<file path="src/rtl/riscv_pkg.sv">
// Shared RV32I decode types: ALU operations, opcodes, funct3 values,
// immediate formats, the control bundle carried into execute, and the
// immediate/ALU-op helper functions.
package riscv_pkg;

    typedef enum logic [3:0] {
        ALU_ADD    = 4'd0,
        ALU_SUB    = 4'd1,
        ALU_SLL    = 4'd2,
        ALU_SLT    = 4'd3,
        ALU_SLTU   = 4'd4,
        ALU_XOR    = 4'd5,
        ALU_SRL    = 4'd6,
        ALU_SRA    = 4'd7,
        ALU_OR     = 4'd8,
        ALU_AND    = 4'd9,
        ALU_PASS_B = 4'd10
    } alu_op_e;

    typedef enum logic [2:0] {
        IMM_NONE,
        IMM_I,
        IMM_S,
        IMM_B,
        IMM_U,
        IMM_J
    } imm_fmt_e;

    localparam logic [6:0] OPC_LUI    = 7'b0110111;
    localparam logic [6:0] OPC_AUIPC  = 7'b0010111;
    localparam logic [6:0] OPC_JAL    = 7'b1101111;
    localparam logic [6:0] OPC_JALR   = 7'b1100111;
    localparam logic [6:0] OPC_BRANCH = 7'b1100011;
    localparam logic [6:0] OPC_LOAD   = 7'b0000011;
    localparam logic [6:0] OPC_STORE  = 7'b0100011;
    localparam logic [6:0] OPC_OP_IMM = 7'b0010011;
    localparam logic [6:0] OPC_OP     = 7'b0110011;

    localparam logic [2:0] F3_ADD_SUB = 3'd0;
    localparam logic [2:0] F3_SLL     = 3'd1;
    localparam logic [2:0] F3_SLT     = 3'd2;
    localparam logic [2:0] F3_SLTU    = 3'd3;
    localparam logic [2:0] F3_XOR     = 3'd4;
    localparam logic [2:0] F3_SR      = 3'd5;
    localparam logic [2:0] F3_OR      = 3'd6;
    localparam logic [2:0] F3_AND     = 3'd7;

    // Control bits that a bubble must clear.
    typedef struct packed {
        logic alu_src_imm;
        logic mem_read;
        logic mem_write;
        logic reg_write;
        logic branch;
        logic jump;
        logic illegal;
    } ctrl_t;

    function automatic logic [31:0] gen_imm(input logic [31:0] inst, input imm_fmt_e fmt);
        logic [31:0] imm;
        case (fmt)
            IMM_I:   imm = {{20{inst[31]}}, inst[31:20]};
            IMM_S:   imm = {{20{inst[31]}}, inst[31:25], inst[11:7]};
            IMM_B:   imm = {{19{inst[31]}}, inst[31], inst[7], inst[30:25], inst[11:8], 1'b0};
            IMM_U:   imm = {inst[31:12], 12'b0};
            IMM_J:   imm = {{11{inst[31]}}, inst[31], inst[19:12], inst[20], inst[30:21], 1'b0};
            default: imm = '0;
        endcase
        return imm;
    endfunction

    // alt selects SUB/SRA; callers only raise it where bit 30 is meaningful.
    function automatic alu_op_e alu_from_f3(input logic [2:0] f3, input logic alt);
        alu_op_e op;
        case (f3)
            F3_ADD_SUB: op = alt ? ALU_SUB : ALU_ADD;
            F3_SLL:     op = ALU_SLL;
            F3_SLT:     op = ALU_SLT;
            F3_SLTU:    op = ALU_SLTU;
            F3_XOR:     op = ALU_XOR;
            F3_SR:      op = alt ? ALU_SRA : ALU_SRL;
            F3_OR:      op = ALU_OR;
            default:    op = ALU_AND;
        endcase
        return op;
    endfunction

endpackage

</file>
<file path="src/rtl/decode_regfile.sv">
// Integer register file: two combinational read ports, one write port,
// x0 hard-wired to zero. With DECODE_WB_BYPASS_EN defined the read ports
// forward the same-cycle write-back data (write-first); otherwise they
// return the stored value (read-first).
module regfile #(
    parameter int XLEN  = 32,
    parameter int NREGS = 32,
    localparam int AW   = $clog2(NREGS)
) (
    input  logic            clk_i,
    input  logic            rst_i,
    input  logic [AW-1:0]   ra1_i,
    input  logic [AW-1:0]   ra2_i,
    output logic [XLEN-1:0] rd1_o,
    output logic [XLEN-1:0] rd2_o,
    input  logic            we_i,
    input  logic [AW-1:0]   wa_i,
    input  logic [XLEN-1:0] wd_i
);

    logic [XLEN-1:0] regs_q [0:NREGS-1];

    // Write port; entry 0 is never written so it stays at its reset value.
    always_ff @(posedge clk_i or posedge rst_i) begin
        if (rst_i) begin
            for (int i = 0; i < NREGS; i++) regs_q[i] <= '0;
        end else if (we_i && (wa_i != '0)) begin
            regs_q[wa_i] <= wd_i;
        end
    end

    // Read ports with x0 forced to zero and optional write-back forwarding.
    always_comb begin
        rd1_o = (ra1_i == '0) ? '0 : regs_q[ra1_i];
        rd2_o = (ra2_i == '0) ? '0 : regs_q[ra2_i];
`ifdef DECODE_WB_BYPASS_EN
        if (we_i && (wa_i != '0) && (wa_i == ra1_i)) rd1_o = wd_i;
        if (we_i && (wa_i != '0) && (wa_i == ra2_i)) rd2_o = wd_i;
`endif
    end

endmodule

</file>
<file path="src/rtl/decode.sv">
// RV32I decode stage: instruction decode, register read, immediate
// generation, load-use stall and the decode/execute pipeline register.
// Optional feature macro: DECODE_WB_BYPASS_EN (write-back forwarding in the
// register file; without it a same-cycle write-back to a used source stalls).
import riscv_pkg::*;

module decode #(
    parameter int XLEN  = 32,
    parameter int NREGS = 32
) (
    input  logic            clk_i,
    input  logic            rst_i,
    input  logic [31:0]     inst_i,
    input  logic [XLEN-1:0] pc_i,
    input  logic            flush_i,
    input  logic            ex_mem_read_i,
    input  logic [4:0]      ex_rd_i,
    input  logic            wb_we_i,
    input  logic [4:0]      wb_rd_i,
    input  logic [XLEN-1:0] wb_data_i,
    output logic            conflict_o,
    output logic            valid_o,
    output logic [XLEN-1:0] pc_o,
    output logic [XLEN-1:0] rs1_data_o,
    output logic [XLEN-1:0] rs2_data_o,
    output logic [XLEN-1:0] imm_o,
    output logic [4:0]      rd_o,
    output logic [2:0]      funct3_o,
    output logic [3:0]      alu_op_o,
    output logic            alu_src_imm_o,
    output logic            mem_read_o,
    output logic            mem_write_o,
    output logic            reg_write_o,
    output logic            branch_o,
    output logic            jump_o,
    output logic            illegal_o
);

    logic [6:0]      opcode;
    logic [2:0]      funct3;
    logic [4:0]      rs1, rs2;
    logic [XLEN-1:0] rs1_rd, rs2_rd;
    imm_fmt_e        fmt;
    alu_op_e         alu_dec;
    ctrl_t           ctrl_dec;
    logic            use_rs1, use_rs2;
    logic            ld_hit, wb_hit, bubble;

    logic            valid_d, valid_q;
    logic [XLEN-1:0] pc_d, pc_q, rs1_d, rs1_q, rs2_d, rs2_q, imm_d, imm_q;
    logic [4:0]      rd_d, rd_q;
    logic [2:0]      f3_d, f3_q;
    alu_op_e         alu_d, alu_q;
    ctrl_t           ctrl_d, ctrl_q;

    assign opcode = inst_i[6:0];
    assign funct3 = inst_i[14:12];
    assign rs1    = inst_i[19:15];
    assign rs2    = inst_i[24:20];

    regfile #(.XLEN(XLEN), .NREGS(NREGS)) u_regfile (
        .clk_i (clk_i),
        .rst_i (rst_i),
        .ra1_i (rs1),
        .ra2_i (rs2),
        .rd1_o (rs1_rd),
        .rd2_o (rs2_rd),
        .we_i  (wb_we_i),
        .wa_i  (wb_rd_i),
        .wd_i  (wb_data_i)
    );

    // Opcode decode: immediate format, controls and which sources are read.
    always_comb begin
        fmt      = IMM_NONE;
        alu_dec  = ALU_ADD;
        ctrl_dec = '0;
        use_rs1  = 1'b0;
        use_rs2  = 1'b0;
        case (opcode)
            OPC_LUI: begin
                fmt = IMM_U; alu_dec = ALU_PASS_B;
                ctrl_dec.reg_write = 1'b1; ctrl_dec.alu_src_imm = 1'b1;
            end
            OPC_AUIPC: begin
                fmt = IMM_U;
                ctrl_dec.reg_write = 1'b1; ctrl_dec.alu_src_imm = 1'b1;
            end
            OPC_JAL: begin
                fmt = IMM_J;
                ctrl_dec.reg_write = 1'b1; ctrl_dec.jump = 1'b1; ctrl_dec.alu_src_imm = 1'b1;
            end
            OPC_JALR: begin
                fmt = IMM_I; use_rs1 = 1'b1;
                ctrl_dec.reg_write = 1'b1; ctrl_dec.jump = 1'b1; ctrl_dec.alu_src_imm = 1'b1;
            end
            OPC_BRANCH: begin
                fmt = IMM_B; alu_dec = ALU_SUB; use_rs1 = 1'b1; use_rs2 = 1'b1;
                ctrl_dec.branch = 1'b1;
            end
            OPC_LOAD: begin
                fmt = IMM_I; use_rs1 = 1'b1;
                ctrl_dec.mem_read = 1'b1; ctrl_dec.reg_write = 1'b1; ctrl_dec.alu_src_imm = 1'b1;
            end
            OPC_STORE: begin
                fmt = IMM_S; use_rs1 = 1'b1; use_rs2 = 1'b1;
                ctrl_dec.mem_write = 1'b1; ctrl_dec.alu_src_imm = 1'b1;
            end
            OPC_OP_IMM: begin
                fmt = IMM_I; use_rs1 = 1'b1;
                alu_dec = alu_from_f3(funct3, inst_i[30] && (funct3 == F3_SR));
                ctrl_dec.reg_write = 1'b1; ctrl_dec.alu_src_imm = 1'b1;
            end
            OPC_OP: begin
                use_rs1 = 1'b1; use_rs2 = 1'b1;
                alu_dec = alu_from_f3(funct3, inst_i[30]);
                ctrl_dec.reg_write = 1'b1;
            end
            default: ctrl_dec.illegal = 1'b1;
        endcase
    end

    // Stall request: load-use always; same-cycle write-back only without forwarding.
    always_comb begin
        ld_hit = ex_mem_read_i && (ex_rd_i != '0) &&
                 ((use_rs1 && (ex_rd_i == rs1)) || (use_rs2 && (ex_rd_i == rs2)));
`ifdef DECODE_WB_BYPASS_EN
        wb_hit = 1'b0;
`else
        wb_hit = wb_we_i && (wb_rd_i != '0) &&
                 ((use_rs1 && (wb_rd_i == rs1)) || (use_rs2 && (wb_rd_i == rs2)));
`endif
        conflict_o = !flush_i && (ld_hit || wb_hit);
    end

    // Next state of the execute register: flush, stall and the all-zero word are bubbles.
    always_comb begin
        bubble  = flush_i || conflict_o || (inst_i == 32'h0);
        pc_d    = pc_i;
        rs1_d   = rs1_rd;
        rs2_d   = rs2_rd;
        imm_d   = gen_imm(inst_i, fmt);
        rd_d    = inst_i[11:7];
        f3_d    = funct3;
        alu_d   = alu_dec;
        valid_d = !bubble;
        ctrl_d  = bubble ? '0 : ctrl_dec;
    end

    // Decode/execute pipeline register.
    always_ff @(posedge clk_i or posedge rst_i) begin
        if (rst_i) begin
            valid_q <= 1'b0;
            pc_q    <= '0;
            rs1_q   <= '0;
            rs2_q   <= '0;
            imm_q   <= '0;
            rd_q    <= '0;
            f3_q    <= '0;
            alu_q   <= ALU_ADD;
            ctrl_q  <= '0;
        end else begin
            valid_q <= valid_d;
            pc_q    <= pc_d;
            rs1_q   <= rs1_d;
            rs2_q   <= rs2_d;
            imm_q   <= imm_d;
            rd_q    <= rd_d;
            f3_q    <= f3_d;
            alu_q   <= alu_d;
            ctrl_q  <= ctrl_d;
        end
    end

    assign valid_o       = valid_q;
    assign pc_o          = pc_q;
    assign rs1_data_o    = rs1_q;
    assign rs2_data_o    = rs2_q;
    assign imm_o         = imm_q;
    assign rd_o          = rd_q;
    assign funct3_o      = f3_q;
    assign alu_op_o      = alu_q;
    assign alu_src_imm_o = ctrl_q.alu_src_imm;
    assign mem_read_o    = ctrl_q.mem_read;
    assign mem_write_o   = ctrl_q.mem_write;
    assign reg_write_o   = ctrl_q.reg_write;
    assign branch_o      = ctrl_q.branch;
    assign jump_o        = ctrl_q.jump;
    assign illegal_o     = ctrl_q.illegal;

endmodule

</file>
<file path="config.mk">
export PLATFORM = sky130hd
export DESIGN_NAME = decode
export DESIGN_NICKNAME = d
export VERILOG_FILES = /design/src/rtl/riscv_pkg.sv /design/src/rtl/decode_regfile.sv /design/src/rtl/decode.sv
export SDC_FILE = /design/constraint.sdc
export NUM_CORES = 2
export LEC_CHECK = 0
export CAP_MARGIN = 25
export CORE_MARGIN = 3
export CORE_UTILIZATION = 60
export DETAILED_ROUTE_END_ITERATION = 6
export GPL_TIMING_DRIVEN = 0
export PLACE_DENSITY_LB_ADDON = 0.12
export SETUP_SLACK_MARGIN = 0.1
export SKIP_CTS_REPAIR_TIMING = 1
export SLEW_MARGIN = 20
export SYNTH_ARGS = -nofsm -noshare
export SYNTH_HDL_FRONTEND = slang
export SYNTH_SLANG_ARGS = --single-unit
</file>
<file path="constraint.sdc">
create_clock -name clk_i -period 105.1 [get_ports clk_i]
set_input_delay 26.275 -clock clk_i [delete_from_list [all_inputs] [get_ports clk_i]]
set_output_delay 26.275 -clock clk_i [all_outputs]
set_load 0.02 [all_outputs]
</file>
==> impl_metrics.ini <==
[run_status]
outcome = finished with violations
failing_checks = DRC

[die]
placement_rows = 114
coreArea_um2 = 96700
floorplan.die.height_um = 319
die_area_um2 = 101000
design.portCount = 260
die_width_um = 319
floorplan.initialDensity = 0.606

[global_routing]
grt_pass1_vias = 41400
global_route.usage.total = 0.426
grt_first_pass_wirelength_um = 304000
grt_start_max_net_pins = 107
initial_antenna_violation_count = 7
grt_overflow_total = 0

[sta]
clock-skew-final_ps = 28.8
grt_setup_unrepaired = false
finalHoldViolCount = 0
max_slew_margin = 0.163
setup_total_negative_slack_ps = 0
final-setup-viol-count = 0
worst_pin_slew_ps = 1250
fin_max_slew_vios = 0
max_freq_ghz = 0.0181
fin_worst_hold_slack_ps = 480
final_min_period_over_clock_period = 0.526
post-route-min-period_ps = 55280

[finish]
fillers = 6639
nNetsFinal = 4397
area_delta_synth_final_pct = 15.6
fraction_of_final_layout_cells_sized_beyond_drive_strength_1 = 0.430

[logic_synthesis]
share_of_the_synthesized_area_in_the_top_cell_type = 0.500
post-synth-top-area-cell = sky130_fd_sc_hd__dfrtp_1
yosys_register_bits = 1172
syn-cell-area_um2 = 58600
netlist_instances = 3872
synth.top_cells.by_area = sky130_fd_sc_hd__dfrtp_1 50%, sky130_fd_sc_hd__mux2_2 19%, sky130_fd_sc_hd__mux4_2 17%
postSynth.topFlopCell = sky130_fd_sc_hd__dfrtp_1
yosys.cell_types.count = 50
synth-async-reset-ratio = 1.00
synthesis.area_per_instance_um2 = 15.1
synth-edff-count = 0
synth_nets = 3983
synth.yosys.seq_area_share = 0.500
yosys_warnings = 0

[flow_run]
max_cap_violations = 0

[critical_path]
critical_path_peak_fanout = 6
cp.required_ps = 78820
setup.worst_path.start_class = input pin
critical_setup_path_kind = input pin to output port
worstSetupEndpointType = output port
critical_path_arrival_ps = 29000

[power]
pwr_cell_area_nw_per_um2 = 19.6
design_power_total_mw = 1.33
power.ir.vdd_worst_uv = 17.7
power.static_leakage_nw = 30.0

[detailed_routing]
post_drt_wl_per_cell_um = 38.0
postRouteWirelength_um = 216000
dr.pass1.iters = 7
post-route-drc-count = 3
route.detailed.vias_per_inst = 7.34
num_vias = 41600
drt_iter0_markers = 6101
count_of_antenna_violating_nets_left_after_detailed_routing = 0

[clock_tree]
cts_tree = done
numClockSinks = 1172
clk_pin_slew_ps = 60
max_root_sink_buffers = 3
clockRootBuffer = sky130_fd_sc_hd__clkbuf_16
numCtsBuffers = 132
insertion_delay_ps = 780
cts.htree.levels = 4

[placed_design]
io_buffers = 244
place_congestion = 0.994
hpwl_um = 143000

[hold_path]
min_path_type = flop to flop
worst paths after layout:
path,start,to,slack (ps),cells past startpoint
hold reg to reg,u_regfile.regs_q[1003]$_DFFE_PP0P_,u_regfile.regs_q[1003]$_DFFE_PP0P_,480,1
hold / removal,u_regfile.regs_q[1003]$_DFFE_PP0P_,u_regfile.regs_q[1003]$_DFFE_PP0P_,480,1
setup reg to reg,u_regfile.regs_q[172]$_DFFE_PP0P_,rs2_data_o[12]$_DFF_PP0_,103070,4
max in group asynchronous,rst_i,rs1_data_o[3]$_DFF_PP0_,76600,7
setup / recovery,inst_i[3],conflict_o,49820,7
min in group asynchronous,rst_i,imm_o[7]$_DFF_PP0_,25940,2
critical path: stages:
cell and delay (ps):
sky130_fd_sc_hd__clkdlybuf4s50_1 510, sky130_fd_sc_hd__and4bb_2 410, sky130_fd_sc_hd__nand3_1 260, sky130_fd_sc_hd__nor4_1 280, sky130_fd_sc_hd__o2111ai_1 220, sky130_fd_sc_hd__a31oi_1 360
sky130_fd_sc_hd__clkdlybuf4s50_1 680
cell usage after synthesis (all sizes together), types with 11 or more instances:
cell,number
mux4,448
buf,207
nor2,33
nand2,104
dfrtp,1172
xor2,11
a21o,19
o22ai,35
mux2,999
nand3,11
o221ai,60
a22oi,68
and3,35
mux2i,245
o22a,29
a211oi,38
nor3,13
clkbuf,221
a21oi,38
cell families after synthesis:
family,share of synthesized area
buffers and inverters,0.0309
and+or+nand+nor,0.0208
xor gates and xnor gates,0.00299
DFF,0.500
muxes,0.406
AOI/OAI and AO/OA,0.0389
through the flow:
stage	instance area, um2	worst slack (ps)	instances	utilization
floorplan	58600	45810	3872	-
global placement	62600	32300	5392	0.648
detailed placement	63200	49970	5418	0.654
CTS	67600	49960	5657	0.699
global route	67800	49750	5667	0.701
finish	67800	49820	5675	0.701
state kept, by name, indices dropped and copies added, names as in the netlist:
name / flops
illegal_o: 1
jump_o: 1
u_regfile.regs_q: 1024
rs2_data_o: 32
mem_read_o: 1
valid_o: 1
rs1_data_o: 32
reg_write_o: 1
funct3_o: 3
mem_write_o: 1
pc_o: 32
alu_src_imm_o: 1
imm_o: 32
branch_o: 1
alu_op_o: 4
rd_o: 5
power by group:
group / switching [mW] / internal, mW
Sequential: 0.0575 / 0.531
Combinational: 0.118 / 0.147
Clock: 0.195 / 0.282
Total: 0.370 / 0.961
cells in the final DEF (no fill, tap or decap), types with 35 or more instances in the layout:
cell type	count
sky130_fd_sc_hd__mux4_2	448
sky130_fd_sc_hd__buf_2	158
sky130_fd_sc_hd__clkbuf_1	227
sky130_fd_sc_hd__nand2_1	104
sky130_fd_sc_hd__buf_1	45
sky130_fd_sc_hd__o22ai_1	35
sky130_fd_sc_hd__a211oi_1	38
sky130_fd_sc_hd__a22oi_1	68
sky130_fd_sc_hd__and3_1	35
sky130_fd_sc_hd__dfrtp_1	1172
sky130_fd_sc_hd__a21oi_1	38
sky130_fd_sc_hd__o221ai_1	60
sky130_fd_sc_hd__mux2_2	998
sky130_fd_sc_hd__clkdlybuf4s50_1	244
sky130_fd_sc_hd__clkbuf_16	136
sky130_fd_sc_hd__mux2i_1	245
layout make-up:
class                   count  area (um2)  share of cell area
repair buffers            280        3070              0.0452
clock inverters            45         601             0.00886
flip-flops and latches   1172       29300               0.433
plain buffers             428        1860              0.0275
inverters                   4        22.5            0.000332
clock buffers             194        3810              0.0562
well taps                1276        1600              0.0236
diodes                      8        20.0            0.000295
multi-input cells        2268       27500               0.405
per-layer routing:
| metal | vias to the layer above | track usage | wire [um] | share of wire |
|---|---|---|---|---|
| li1 | 15700 | - | - | - |
| met1 | 21800 | 0.557 | 77800 | 0.36 |
| met2 | 3245 | 0.592 | 92100 | 0.43 |
| met3 | 910 | 0.174 | 29100 | 0.14 |
| met4 | 10 | 0.271 | 16600 | 0.077 |
| met5 | - | 0.00993 | 134 | 0.00062 |
No activity file was read; power rests on OpenSTA's default activity.
